<file path="src/rtl/mem_bus_pkg.sv">
// Shared memory-bus definitions: command encodings, default widths
// and the memory access unit state type.
package mem_bus_pkg;

    localparam logic [1:0] MNONE  = 2'b00;
    localparam logic [1:0] MREAD  = 2'b01;
    localparam logic [1:0] MWRITE = 2'b10;

    localparam int MAU_ADDR_W = 9;
    localparam int MAU_DATA_W = 16;

    typedef enum logic [2:0] {
        IDLE,
        RD_ADDR,
        RD_WAIT,
        WR,
        RESP
    } mau_state_t;

endpackage

</file>
<file path="src/rtl/mem_access_unit.sv">
// Memory access unit: one load/store at a time from the core onto the
// memory command bus, response returned on a valid/ready port.
// Ports: clk, reset (async, active-high); req_valid/req_ready/req_we/
// req_addr/req_wdata (request); rsp_valid/rsp_ready/rsp_rdata (response);
// mem_cmd/mem_addr/write_data/read_data (memory bus).
module mem_access_unit
    import mem_bus_pkg::*;
#(
    parameter int ADDR_W   = MAU_ADDR_W,
    parameter int DATA_W   = MAU_DATA_W,
    parameter int READ_LAT = 1
) (
    input  logic              clk,
    input  logic              reset,
    input  logic              req_valid,
    output logic              req_ready,
    input  logic              req_we,
    input  logic [ADDR_W-1:0] req_addr,
    input  logic [DATA_W-1:0] req_wdata,
    output logic              rsp_valid,
    input  logic              rsp_ready,
    output logic [DATA_W-1:0] rsp_rdata,
    output logic [1:0]        mem_cmd,
    output logic [ADDR_W-1:0] mem_addr,
    output logic [DATA_W-1:0] write_data,
    input  logic [DATA_W-1:0] read_data
);

    mau_state_t        state_q, state_d;
    logic [1:0]        cnt_q;
    logic              we_q;
    logic [ADDR_W-1:0] addr_q;
    logic [DATA_W-1:0] wdata_q;
    logic [DATA_W-1:0] rdata_q;
    logic              accept;

    assign accept = req_valid && (state_q == IDLE);

    always_comb begin
        state_d   = state_q;
        mem_cmd   = MNONE;
        req_ready = 1'b0;
        rsp_valid = 1'b0;
        unique case (state_q)
            IDLE: begin
                req_ready = 1'b1;
                if (req_valid)
                    state_d = req_we ? WR : RD_ADDR;
            end
            RD_ADDR: begin
                mem_cmd = MREAD;
                state_d = RD_WAIT;
            end
            RD_WAIT: begin
                // keep MREAD so the responder keeps driving the bus
                mem_cmd = MREAD;
                if (cnt_q == 2'd0)
                    state_d = RESP;
            end
            WR: begin
                mem_cmd = MWRITE;
                state_d = RESP;
            end
            RESP: begin
                rsp_valid = 1'b1;
                if (rsp_ready)
                    state_d = IDLE;
            end
            default: state_d = IDLE;
        endcase
    end

    always_ff @(posedge clk or posedge reset) begin
        if (reset) begin
            state_q <= IDLE;
            cnt_q   <= '0;
            we_q    <= 1'b0;
            addr_q  <= '0;
            wdata_q <= '0;
            rdata_q <= '0;
        end else begin
            state_q <= state_d;
            case (state_q)
                IDLE: begin
                    if (accept) begin
                        we_q    <= req_we;
                        addr_q  <= req_addr;
                        wdata_q <= req_wdata;
                    end
                end
                RD_ADDR: cnt_q <= 2'(READ_LAT - 1);
                RD_WAIT: begin
                    if (cnt_q == 2'd0)
                        rdata_q <= read_data;
                    else
                        cnt_q <= cnt_q - 2'd1;
                end
                WR: rdata_q <= '0;
                default: ;
            endcase
        end
    end

    // stores always report zero, whatever an earlier load left behind
    assign rsp_rdata  = we_q ? '0 : rdata_q;
    assign mem_addr   = addr_q;
    assign write_data = wdata_q;

endmodule
</file>
<file path="config.mk">
export PLATFORM = sky130hd
export DESIGN_NAME = mem_access_unit
export DESIGN_NICKNAME = d
export VERILOG_FILES = /design/src/rtl/mem_bus_pkg.sv /design/src/rtl/mem_access_unit.sv
export SDC_FILE = /design/constraint.sdc
export NUM_CORES = 1
export LEC_CHECK = 0
export ABC_CLOCK_PERIOD_IN_PS = 2920
export BUFFER_PORTS_ARGS = -buffer_cell sky130_fd_sc_hd__buf_2
export CAP_MARGIN = 5
export CORE_AREA = 2 2 74 76
export DETAILED_ROUTE_END_ITERATION = 10
export DIE_AREA = 0 0 76 78
export PLACE_DENSITY = 0.72
export SLEW_MARGIN = 0
export SYNTH_ARGS = -nofsm -noshare
export SYNTH_HDL_FRONTEND = slang
export SYNTH_SLANG_ARGS = --single-unit
</file>
<file path="constraint.sdc">
create_clock -name clk -period 2.92 [get_ports clk]
set_input_delay 0.146 -clock clk [delete_from_list [all_inputs] [get_ports clk]]
set_output_delay 0.146 -clock clk [all_outputs]
set_load 0.1 [all_outputs]
</file>
# Word level (Yosys, flattened, before mapping)
# Cells that the tools add are included.
[totals]
regBits = 47
inputBits = 46
out_inout_bits = 45
[op_classes]
n_addsub = 1
eq_ne = 8
muxes = 13
reduce_logical = 10
[op_table]
columns = ["op", "count"]
rows = [
  ["16-bit two-way mux", 2],
  ["16-bit case mux with 2 select lines", 1],
  ["3-bit case mux with 5 select lines", 1],
  ["3-bit two-way mux", 3],
  ["2-bit != test (second input constant)", 4],
  ["2-bit case mux with 2 select lines", 2],
  ["3-bit by 2-bit equality test with 1-bit output (second input constant)", 2],
  ["2-bit AND reduction", 3],
  ["2-bit two-way mux", 2],
  ["2-bit nonzero test", 2],
  ["3-bit by 1-bit equality test with 1-bit output (second input constant)", 1],
  ["3-bit equality test (second input constant)", 1],
  ["3-bit zero test", 1],
  ["3-bit AND reduction", 1],
  ["2-bit zero test", 1],
  ["1-bit two-way mux", 2],
  ["2-bit OR reduction", 1],
  ["2-bit by 1-bit subtractor with 2-bit output (second input constant)", 1],
  ["1-bit logical AND", 1],
]

# Longest topological paths before layout
# Gate-level depths: netlist (run 1).
[depth]
word_depth = 3
ltp_mapped = 7

# Least setup slack after synthesis (run 1)
# OpenSTA, ideal clock, no wires.
[synth_path]
path_type = "register -> output"
from = "register state_q[2]"
to = "output mem_cmd[1]"
arrival_time_ns = 2.310
required_ns = 2.774
setup_slack_ns = 0.464
stages_incl_launch_ff = 6
path_buffers = 3
path_cell_list = "dfrtp_1 buf_4 or2b_1 buf_2 clkbuf_1 nor2_1"
[synth_between]
elab_chain_len = 3
word_cells_on_any_way = 5
[synth_rtl]
columns = ["item", "line_no", "rtl"]
rows = [
  ["start, declared", "mem_access_unit.sv:29", "mau_state_t state_q, state_d;"],
  ["start signal, assigned", "mem_access_unit.sv:82", "state_q <= state_d;"],
  ["3-bit by 2-bit equality test with 1-bit output or 3-bit by 1-bit equality test with 1-bit output (tied branches)", "mem_access_unit.sv:44", "unique case (state_q)"],
  ["2-bit OR reduction (no line)", "--", ""],
  ["2-bit case mux with 2 select lines (*)", "mem_access_unit.sv:44", ""],
  ["end, declared", "mem_access_unit.sv:23", "output logic [1:0] mem_cmd,"],
]
# Every way passes the cells marked *; elsewhere a longest branch is shown, timed or not.

# Worst setup path after layout (run 1)
[layout_path]
from = "register state_q[1]"
to = "output mem_cmd[1]"
# Same word-level chain as after synthesis.

==> impl_results.md, run 1 <==
* Drt drc at 0
* Final setup viols at 0
* Master of the slowest instance on the critical path: sky130_fd_sc_hd__dfrtp_1
* Number of buffers added by the clock tree synthesis step at 5
* Fraction of the mapped netlist area in compound gates at 9.98%
* Core region area at 5040 sq um
* Filler Cells Inserted at 474
* Final sum of negative setup slack at 0 ns
* Fraction of layout cells with a size suffix above 1 at 46.0%
* Total Wirelength at 4310 um
* Total number of vias at 1610
* # Post-CTS Setup Buffers at 0
* Run status: finished clean
* TritonCTS clock tree: yes
* Number of enable flip-flop cells after synthesis at 0
* Area of combinational cells with multiple inputs at 930 sq um
* Final HPWL DP at 3110 um
* Data required time of the worst path at 2.77 ns
* Fin Clk Skew at 0.00630 ns
* H-Tree Depth at 2
* Share of the yosys chip area belonging to registers at 52.4%
* Clock input transition at the sequential cells of the worst setup and hold paths at 0.08 ns
* Main combinational cell family by area after synthesis: multiplexers
* Synth-to-layout area growth at 23.1%
* Highest clock rate at 484 MHz
* Slowest Stage Delay on Critical Path at 0.53 ns
* Number of storage elements in the synthesis netlist at 47
* Synthesized net count at 239
* Initial core utilization at 44.5%
* CP delay by family, top: simple AND/OR/NAND/NOR gates
* Count of different cell masters after synthesis at 27
* Post-synthesis simple-gate area fraction at 14.3%
* Detailed-route wire length per cell at 12.4 um
* Post-Synth XOR/XNOR Area at 0.390%
* Synth Area in Adders at 0.557%
* Drt first pass iters at 4
* Number of routed nets with antenna violations at 0
* Area of the mapped netlist at 2240 sq um
* Final estimated routing congestion in global placement at 0.736
* Net count, final at 324
* Crit path DAT at 1.92 ns
* Final Max Tran Viols at 0
* Number of instances resized during post-cts repair at 0
* Number of placement rows at 26
* Worst slew margin relative to its limit at 35.8%
* Antenna violations before repair at 0
* Maximum fanout encountered on the critical timing path at 17
* Horizontal die dimension at 76 um
* Max-capacitance violation count at 0
* Library cell used as clock root buffer: sky130_fd_sc_hd__clkbuf_8
* Mapped Cells at 192
* Most instantiated flip-flop cell in the synthesis netlist: sky130_fd_sc_hd__dfrtp_1
* Endpoint type of the worst setup path: primary output
* Worst Hold Class: in2async
* Asr flop ratio synth at 100%
* Post-Syn Area per Cell at 11.7 sq um
* RSZ-0062 raised after global routing: no
* Number of global-route vias before repair at 1621
* Total gr overflow at 0
* Multiplexer share of the synthesized area at 16.2%
* Buffers plus inverters on the worst setup path at 1
* Number of buffers inserted by port buffering at 90
* First-pass GRT wire length at 7290 um
* Sink Count at 47
* Post-CTS Hold Fix Bufs at 0
* Final-report hold violation count at 0
* Critical path startpoint category: flip-flop
* Measured slew at the worst slew-check pin at 0.962 ns
* Chain of cells forming the critical path: or2b_1 > nor2_1 > buf_2
* Antenna diodes at 0
* Min cycle time layout at 2.07 ns
* Kind of critical path: reg2out
* Part of the cycle the worst path needs at 70.7%
* Vias per Instance at 4.63
* Initial DRC count at 69
* Total area of sequential cells at 1180 sq um
* Chip Height at 78 um
* Overall fraction of global-route tracks in use at 15.4%
* Total number of yosys warnings at 0
* Full die area at 5930 sq um
* Worst skew pair latency at 0.30 ns
* Top-level port count at 91
* Maximum number of buffers from clock root to sink at 2
* Pin count of the biggest net entering global routing at 48
[registers in the layout, indices dropped and copies added, names as in the netlist]
register	count
rdata_q	16
mem_addr	9
state_q	3
cnt_q	2
write_data	16
we_q	1
[area by class of cell]
cell class / count / area share, %
Inverter: 5 / 0.679
Clock inverter: 2 / 0.453
Timing Repair Buffer: 92 / 16.8
Tap cell: 70 / 3.17
Multi-Input combinational cell: 126 / 33.7
Sequential cell: 47 / 42.6
Clock buffer: 6 / 2.63
[synth_stat cells (2+ instances only)]
cell,count,area share [%]
sky130_fd_sc_hd__dfrtp_1,47,52
sky130_fd_sc_hd__nor2b_1,32,8.9
sky130_fd_sc_hd__o21ai_0,20,4.5
sky130_fd_sc_hd__mux2_4,19,13
sky130_fd_sc_hd__nand2_1,17,2.8
sky130_fd_sc_hd__a21oi_1,15,3.3
sky130_fd_sc_hd__mux2_2,7,3.5
sky130_fd_sc_hd__inv_1,5,0.84
sky130_fd_sc_hd__clkbuf_1,4,0.67
sky130_fd_sc_hd__nor2_1,4,0.67
sky130_fd_sc_hd__buf_12,3,2.7
sky130_fd_sc_hd__buf_2,3,0.67
sky130_fd_sc_hd__buf_4,2,0.67
[per-stage QoR]
| step | utilization, % | hold WS [ns] | worst slack, ns | instances | instance area (sq um) |
|---|---|---|---|---|---|
| floorplan | - | 0.253 | 0.464 | 192 | 2240 |
| global placement | 53.1 | 0.359 | 1.21 | 340 | 2680 |
| detailed placement | 53.1 | 0.373 | 1.15 | 340 | 2680 |
| CTS | 54.8 | 0.0416 | 0.802 | 348 | 2760 |
| global route | 54.8 | 0.0407 | 0.717 | 348 | 2760 |
| finish | 54.8 | 0.0491 | 0.854 | 348 | 2760 |
[path summary, 6_finish.rpt]
check	startpoint	to	slack, ns	cells past startpoint
worst max-delay path	state_q[1]	mem_cmd[1]	0.85	3
worst min-delay path	reset	write_data[13]	0.05	2
worst max register to register	state_q[0]	write_data[14]	1.21	4
worst min register to register	rdata_q[0]	rdata_q[0]	0.49	2
max in group asynchronous	reset	rdata_q[6]	2.26	2
min in group clk	rsp_ready	state_q[2]	0.05	2
[metal layers]
| metal | track usage [%] | wire length (um) |
|---|---|---|
| met4 | 6.55 | 77 |
| met5 | 0 | 0 |
| met1 | 18.5 | 1860 |
| met2 | 25.8 | 2000 |
| met3 | 5.00 | 366 |
[cells in the final DEF, fill, tap and decap left out, types with 2 or more instances in the layout]
master / count
sky130_fd_sc_hd__a21oi_1: 15
sky130_fd_sc_hd__buf_2: 90
sky130_fd_sc_hd__buf_4: 2
sky130_fd_sc_hd__clkbuf_8: 5
sky130_fd_sc_hd__dfrtp_1: 47
sky130_fd_sc_hd__inv_1: 4
sky130_fd_sc_hd__mux2_2: 7
sky130_fd_sc_hd__mux2_4: 19
sky130_fd_sc_hd__nand2_1: 17
sky130_fd_sc_hd__nor2_1: 4
sky130_fd_sc_hd__nor2b_1: 32
sky130_fd_sc_hd__o21ai_0: 20
[logic make-up after synthesis]
kind of cell / Yosys count
muxes: 26
DFF: 47
and+or+nand+nor: 57
AOI/OAI and AO/OA: 41
adders and majority gates: 1
buffers and inverters: 19
xor gates and xnor gates: 1
Power of run 1 is not shown: default switching activity piles up to over one toggle a cycle in this logic, so the estimate is an artifact.
==> inputs of run 2 (changes only) <==
ABC_AREA = 1   (was default)
ABC_CLOCK_PERIOD_IN_PS = 2150   (was 2920)
CORE_AREA = 2 2 72 74   (was 2 2 74 76)
DIE_AREA = 0 0 74 76   (was 0 0 76 78)
PLACE_DENSITY = 0.73   (was 0.72)
clock period = 2.15 ns   (was 2.92 ns; I/O delays follow)
==> run 2 against run 1 <==
  * Synthesized cell count is 32% higher
  * Register-to-register slack worse by 0.51 ns
  * Non-clock buffer count is 10 higher
  * Utilization is 2.1 points higher
  * Setup slack worse by 0.48 ns
  * Critical path depth is 1 higher
  * Wire length is 6.7% higher
  * Critical endpoint is now req_ready
  * Clock skew is 0.0066 ns higher
  * Final cell count is 21% higher
  * Via count is 15% higher
  * Synthesized area is 4.7% lower
==> impl_results.md, run 2 <==
* Run status: finished clean (unchanged)
* Most common cell after layout, fill and taps aside: sky130_fd_sc_hd__nand2_1 (was sky130_fd_sc_hd__buf_2)
* Sink Count at 47 (unchanged)
* Final-report hold violation count at 0 (unchanged)
* Final sum of negative setup slack at 0 ns (unchanged)
* Buffers plus inverters on the worst setup path at 2 (was 1)
* Clock input transition at the sequential cells of the worst setup and hold paths at 0.09 ns (was 0.08 ns)
* Leading cell types by count after synthesis: sky130_fd_sc_hd__nand2_1 (92), sky130_fd_sc_hd__dfrtp_1 (47), sky130_fd_sc_hd__o21ai_0 (26), sky130_fd_sc_hd__inv_1 (25), sky130_fd_sc_hd__nor2_1 (21) (was sky130_fd_sc_hd__dfrtp_1 (47), sky130_fd_sc_hd__nor2b_1 (32), sky130_fd_sc_hd__o21ai_0 (20), sky130_fd_sc_hd__mux2_4 (19), sky130_fd_sc_hd__nand2_1 (17))
* Final setup viols at 0 (unchanged)
* Final estimated routing congestion in global placement at 0.726 (was 0.736)
* Slowest Stage Delay on Critical Path at 0.49 ns (was 0.53 ns)
* Main combinational cell family by area after synthesis: simple AND/OR/NAND/NOR gates (was multiplexers)
* Total Wirelength at 4600 um (was 4310 um)
* First-pass GRT wire length at 7330 um (was 7290 um)
* Fraction of the mapped netlist area in compound gates at 11.9% (was 9.98%)
* Synth-to-layout area growth at 30.7% (was 23.1%)
* Antenna diodes at 0 (unchanged)
* Max-capacitance violation count at 0 (unchanged)
* Fin Clk Skew at 0.0129 ns (was 0.00630 ns)
* Vias per Instance at 4.38 (was 4.63)
* Number of global-route vias before repair at 1697 (was 1621)
* Final HPWL DP at 3230 um (was 3110 um)
* Measured slew at the worst slew-check pin at 0.506 ns (was 0.962 ns)
* Maximum number of buffers from clock root to sink at 2 (unchanged)
* Total non-filler cell area in the finished layout at 2800 sq um (was 2760 sq um)
* Asr flop ratio synth at 100% (unchanged)
* Total number of vias at 1845 (was 1610)
* Core region area at 4910 sq um (was 5040 sq um)
* Drt drc at 0 (unchanged)
* Area contributors post-synth: sky130_fd_sc_hd__dfrtp_1 (55%), sky130_fd_sc_hd__nand2_1 (16%), sky130_fd_sc_hd__o21ai_0 (6.1%), sky130_fd_sc_hd__inv_1 (4.4%), sky130_fd_sc_hd__nor2_1 (3.7%) (was sky130_fd_sc_hd__dfrtp_1 (52%), sky130_fd_sc_hd__mux2_4 (13%), sky130_fd_sc_hd__nor2b_1 (8.9%), sky130_fd_sc_hd__o21ai_0 (4.5%), sky130_fd_sc_hd__mux2_2 (3.5%))
* Synth Area in Adders at 0.585% (was 0.557%)
* Number of buffers added by the clock tree synthesis step at 5 (unchanged)
* Overall fraction of global-route tracks in use at 16.5% (was 15.4%)
* H-Tree Depth at 2 (unchanged)
* Crit path DAT at 1.67 ns (was 1.92 ns)
* Pin count of the biggest net entering global routing at 32 (was 48)
* Critical path startpoint category: flip-flop (unchanged)
* Post-Syn Area per Cell at 8.42 sq um (was 11.7 sq um)
* TritonCTS clock tree: yes (unchanged)
* Master of the slowest instance on the critical path: sky130_fd_sc_hd__dfrtp_1 (unchanged)
* Number of storage elements in the synthesis netlist at 47 (unchanged)
* Library cell used as clock root buffer: sky130_fd_sc_hd__clkbuf_8 (unchanged)
* Number of routed nets with antenna violations at 0 (unchanged)
* Post-synthesis simple-gate area fraction at 23.6% (was 14.3%)
* Number of buffers inserted by port buffering at 90 (unchanged)
* Horizontal die dimension at 74 um (was 76 um)
* Min cycle time layout at 1.78 ns
* Final Max Tran Viols at 0 (unchanged)
* Highest clock rate at 562 MHz
* Number of instances resized during post-cts repair at 0 (unchanged)
* Top-level port count at 91 (unchanged)
* Worst skew pair latency at 0.29 ns (was 0.30 ns)
* Total gr overflow at 0 (unchanged)
* Post-Synth XOR/XNOR Area at 0% (was 0.390%)
* Number of placement rows at 26 (unchanged)
* Mapped Cells at 254 (was 192)
* Worst slew margin relative to its limit at 66.2% (was 35.8%)
* Highest-count cells in the layout ignoring fill and taps: sky130_fd_sc_hd__nand2_1 (92), sky130_fd_sc_hd__buf_2 (90), sky130_fd_sc_hd__dfrtp_1 (47) (was sky130_fd_sc_hd__buf_2 (90), sky130_fd_sc_hd__dfrtp_1 (47), sky130_fd_sc_hd__nor2b_1 (32))
* Worst Hold Class: in2reg (was in2async)
* Net count, final at 397 (was 324)
* Chip Height at 76 um (was 78 um)
* Share of the yosys chip area belonging to registers at 55.0% (was 52.4%)
* # Post-CTS Setup Buffers at 0 (unchanged)
* RSZ-0062 raised after global routing: no (unchanged)
* Total number of yosys warnings at 0 (unchanged)
* Area of the mapped netlist at 2140 sq um (was 2240 sq um)
* Fraction of layout cells with a size suffix above 1 at 33.0% (was 46.0%)
* Drt first pass iters at 4 (unchanged)
* Part of the cycle the worst path needs at 82.7%
* Synthesized net count at 301 (was 239)
* Detailed-route wire length per cell at 10.9 um (was 12.4 um)
* CP delay by family, top: buffers and inverters (was simple AND/OR/NAND/NOR gates)
* Data required time of the worst path at 2.04 ns (was 2.77 ns)
* Number of enable flip-flop cells after synthesis at 0 (unchanged)
* Synth top area share at 55.0% (was 52.4%)
* Most instantiated flip-flop cell in the synthesis netlist: sky130_fd_sc_hd__dfrtp_1 (unchanged)
* Antenna violations before repair at 0 (unchanged)
* Count of different cell masters after synthesis at 20 (was 27)
* Initial DRC count at 57 (was 69)
* Endpoint type of the worst setup path: primary output (unchanged)
* Kind of critical path: reg2out (unchanged)
* Maximum fanout encountered on the critical timing path at 30 (was 17)
* Leading cell type by number of instances after synthesis: sky130_fd_sc_hd__nand2_1 (was sky130_fd_sc_hd__dfrtp_1)
* Full die area at 5620 sq um (was 5930 sq um)
* Multiplexer share of the synthesized area at 0% (was 16.2%)
* Initial core utilization at 43.5% (was 44.5%)
* Area leader, netlist: sky130_fd_sc_hd__dfrtp_1 (unchanged)
* Chain of cells forming the critical path: nor2_4 > nand2_4 > inv_1 > buf_2 (was or2b_1 > nor2_1 > buf_2)
* Standard cell area after detailed placement at 2620 sq um (was 2680 sq um)
* Post-CTS Hold Fix Bufs at 8 (was 0)
-- run 2: changes by cell type after synthesis, moves of 7 or more --
cell,delta
sky130_fd_sc_hd__a21oi_1,-15
sky130_fd_sc_hd__o21ai_2,+8
sky130_fd_sc_hd__nand2_1,+75
sky130_fd_sc_hd__nor2b_1,-32
sky130_fd_sc_hd__inv_1,+20
sky130_fd_sc_hd__nor2_1,+17
sky130_fd_sc_hd__mux2_4,-19
sky130_fd_sc_hd__o21ai_1,+10
sky130_fd_sc_hd__mux2_2,-7
-- run 2: layout make-up --
cell class | count | area (sq um)
fill | 462 | 2120
sequential | 47 | 1180
multi-input combinational | 168 | 778
timing repair buffer | 102 | 561
inverter | 26 | 97.6
tap | 70 | 87.6
clock buffer | 7 | 86.3
clock inverter | 1 | 8.76
-- run 2: cell families after synthesis --
group | after synthesis
fa+ha+maj | 1
compound gates | 45
simple gates | 122
flops | 47
buf+inv | 39
-- run 2: metrics by stage --
step	setup slack [ns]	hold slack (ns)	utilization [%]	std cells
floorplan	0.0539	0.224	-	254
global placement	0.721	0.0908	53.3	405
detailed placement	0.692	0.0978	53.3	405
CTS	0.358	0.0000289	56.9	421
global route	0.275	0.00264	56.9	421
finish	0.371	0.00920	56.9	421
-- run 2: layer usage --
metal	up-vias	global-route usage (%)	part of all wire [%]
met1	793	19.6	46
met5	-	0	0
met2	76	28.7	45
met4	0	3.82	0.87
li1	971	-	-
met3	5	5.29	8.0
-- run 2: worst reg2reg max path, stage by stage (launching register included) --
cell and delay (ns):
sky130_fd_sc_hd__dfrtp_1 0.49, sky130_fd_sc_hd__nor2_4 0.15, sky130_fd_sc_hd__nand2_4 0.21, sky130_fd_sc_hd__nor2_8 0.37
sky130_fd_sc_hd__nand2_1 0.10, sky130_fd_sc_hd__nand2_1 0.08
-- run 2: worst paths after layout --
path,from,slack (ns),depth (start not counted),to
worst max-delay path,state_q[0],0.37,4,req_ready
min in group asynchronous,reset,0.32,3,write_data[10]
worst min register to register,rdata_q[11],0.48,2,rdata_q[11]
worst min-delay path,req_wdata[14],0.009,3,write_data[14]
worst max register to register,state_q[0],0.70,5,write_data[8]
max in group asynchronous,reset,1.29,4,mem_addr[6]
Power of run 2 is left out for the same reason.
==> inputs of run 3 (changes only) <==
ABC_CLOCK_PERIOD_IN_PS = 1850   (was 2150)
clock period = 1.85 ns   (was 2.15 ns; I/O delays follow)
==> run 3 against run 2 <==
  * First-iteration DRC count increased by 81%
  * Register-to-register slack got worse by 0.33 ns
  * Highest routed layer unchanged
  * Final cell count up 3.1%
  * Critical endpoint unchanged
  * Cell area up 5.8%
  * Largest cell class unchanged
  * Die area unchanged
  * Utilization grew 3.3 points
  * Critical path type unchanged
  * Setup slack worse by 0.29 ns
  * Clock-buffer cell count decreased by 1
==> impl_results.md, run 3 (synthesized netlist as in run 2, its figures left out) <==
* Worst Hold Endpoint: mem_addr[2] (was write_data[14])
* Final estimated routing congestion in global placement at 0.720 (was 0.726)
* Vias per Instance at 4.57 (was 4.38)
* Antenna violations before repair at 0 (unchanged)
* Chip Height at 76 um (unchanged)
* Worst skew pair latency at 0.29 ns (about the same)
* Fraction of layout cells with a size suffix above 1 at 31.6% (was 33.0%)
* Net count, final at 411 (was 397)
* Drt drc at 0 (unchanged)
* Top-level port count at 91 (unchanged)
* Final worst setup slack at 0.0766 ns (was 0.371 ns)
* Slowest Stage Delay on Critical Path at 0.49 ns (about the same)
* Kind of critical path: reg2out (unchanged)
* RSZ-0062 raised after global routing: no (unchanged)
* Crit path DAT at 1.68 ns (was 1.67 ns)
* Critical path startpoint category: flip-flop (unchanged)
* Worst Hold Class: in2reg (unchanged)
* Min cycle time layout at 1.77 ns
* Full die area at 5620 sq um (unchanged)
* Maximum number of buffers from clock root to sink at 2 (unchanged)
* Final setup viols at 0 (unchanged)
* Worst reg2reg path endpoint: write_data[2] (was write_data[8])
* Synth-to-layout area growth at 38.3% (was 30.7%)
* Highest-count cells in the layout ignoring fill and taps: sky130_fd_sc_hd__nand2_1 (92), sky130_fd_sc_hd__buf_2 (89), sky130_fd_sc_hd__dfrtp_1 (47) (was sky130_fd_sc_hd__nand2_1 (92), sky130_fd_sc_hd__buf_2 (90), sky130_fd_sc_hd__dfrtp_1 (47))
* Master of the slowest instance on the critical path: sky130_fd_sc_hd__dfrtp_1 (unchanged)
* Number of placement rows at 26 (unchanged)
* Chain of cells forming the critical path: nor2_4 > nand2_4 > inv_1 > buf_2 (unchanged)
* Number of global-route vias before repair at 1920 (was 1697)
* Total non-filler cell area in the finished layout at 2960 sq um (was 2800 sq um)
* Final HPWL DP at 3220 um (was 3230 um)
* CP delay by family, top: buffers and inverters (unchanged)
* Measured slew at the worst slew-check pin at 0.544 ns (was 0.506 ns)
* Total number of vias at 1983 (was 1845)
* Max-capacitance violation count at 0 (unchanged)
* Antenna diodes at 0 (unchanged)
* Initial DRC count at 103 (was 57)
* Standard cell area after detailed placement at 2640 sq um (was 2620 sq um)
* Drt first pass iters at 4 (unchanged)
* Number of routed nets with antenna violations at 0 (unchanged)
* Final-report hold violation count at 0 (unchanged)
* Number of cell instances on the worst register-to-register path at 5 (unchanged)
* Number of cells on the worst hold path at 3 (unchanged)
* Detailed-route wire length per cell at 11.5 um (was 10.9 um)
* Number of instances resized during post-cts repair at 0 (unchanged)
* Number of buffers inserted by port buffering at 90 (unchanged)
* Run status: finished clean (unchanged)
* Hold path start: req_addr[2] (was req_wdata[14])
* Final Max Tran Viols at 0 (unchanged)
* Overall fraction of global-route tracks in use at 18.9% (was 16.5%)
* TritonCTS clock tree: yes (unchanged)
* Most common cell after layout, fill and taps aside: sky130_fd_sc_hd__nand2_1 (unchanged)
* Sink Count at 47 (unchanged)
* Launch instance of the worst register-to-register path: state_q[0] (unchanged)
* Number of buffers added by the clock tree synthesis step at 5 (unchanged)
* Core region area at 4910 sq um (unchanged)
* Fin Clk Skew at 0.00466 ns (was 0.0129 ns)
* Post-placement worst setup slack at 0.397 ns (was 0.692 ns)
* Highest clock rate at 564 MHz
* Total Wirelength at 5000 um (was 4600 um)
* Initial core utilization at 43.5% (unchanged)
* Total gr overflow at 0 (unchanged)
* Clock input transition at the sequential cells of the worst setup and hold paths at 0.08 ns (was 0.09 ns)
* Data required time of the worst path at 1.76 ns (was 2.04 ns)
* First-pass GRT wire length at 8450 um (was 7330 um)
* Worst slew margin relative to its limit at 63.6% (was 66.2%)
* Horizontal die dimension at 74 um (unchanged)
* Library cell used as clock root buffer: sky130_fd_sc_hd__clkbuf_8 (unchanged)
* # Post-CTS Setup Buffers at 0 (unchanged)
* Endpoint type of the worst setup path: primary output (unchanged)
* H-Tree Depth at 2 (unchanged)
* Register-to-register path setup slack at 0.37 ns (was 0.70 ns)
* Post-CTS Hold Fix Bufs at 23 (was 8)
* Pin count of the biggest net entering global routing at 32 (unchanged)
* Buffers plus inverters on the worst setup path at 2 (unchanged)
* Part of the cycle the worst path needs at 95.9%
* Maximum fanout encountered on the critical timing path at 30 (unchanged)
run 3: stage by stage:
step	utilization [%]	setup TNS, ns	instances	hold slack [ns]
after CTS	60.2	0	434	0.000195
after global routing	60.2	0	434	0.0219
after floorplan	-	-2.43	254	0.209
after global placement	53.7	0	404	0.163
final	60.2	0	434	0.00994
after detailed placement	53.7	0	404	0.178
run 3: worst register-to-register path, cell delays in order, from the launching register on:
cell	delay, ns
sky130_fd_sc_hd__dfrtp_1	0.49
sky130_fd_sc_hd__nor2_4	0.16
sky130_fd_sc_hd__nand2_4	0.20
sky130_fd_sc_hd__nor2_8	0.37
sky130_fd_sc_hd__nand2_1	0.12
sky130_fd_sc_hd__nand2_1	0.09
run 3: how the worst max path moves through the flow:
stage               startpoint  cells after the start  slack [ns]             to
detailed placement  state_q[0]                      5        0.40    mem_addr[1]
CTS                 state_q[0]                      4        0.08      req_ready
global route        state_q[0]                      4        0.01      req_ready
global placement    state_q[0]                      4        0.43      req_ready
floorplan                 we_q                      3       -0.23  rsp_rdata[10]
finish              state_q[0]                      4        0.08      req_ready
run 3: layout make-up:
class | count | area (sq um)
Tap cell | 70 | 87.6
Clock inverter | 1 | 5.00
Sequential cell | 47 | 1180
Fill cell | 442 | 1950
Clock buffer | 6 | 82.6
Inverter | 26 | 97.6
Timing Repair Buffer | 116 | 731
Multi-Input combinational cell | 168 | 778
run 3: routing by layer:
layer | global-route usage [%] | vias to the layer above | wire length [um]
li1 | - | 1000 | -
met1 | 23.6 | 894 | 2170
met2 | 31.5 | 82 | 2370
met3 | 5.03 | 7 | 391
met4 | 6.00 | 0 | 59
met5 | 0 | - | 0
Power of run 3 is left out for the same reason.
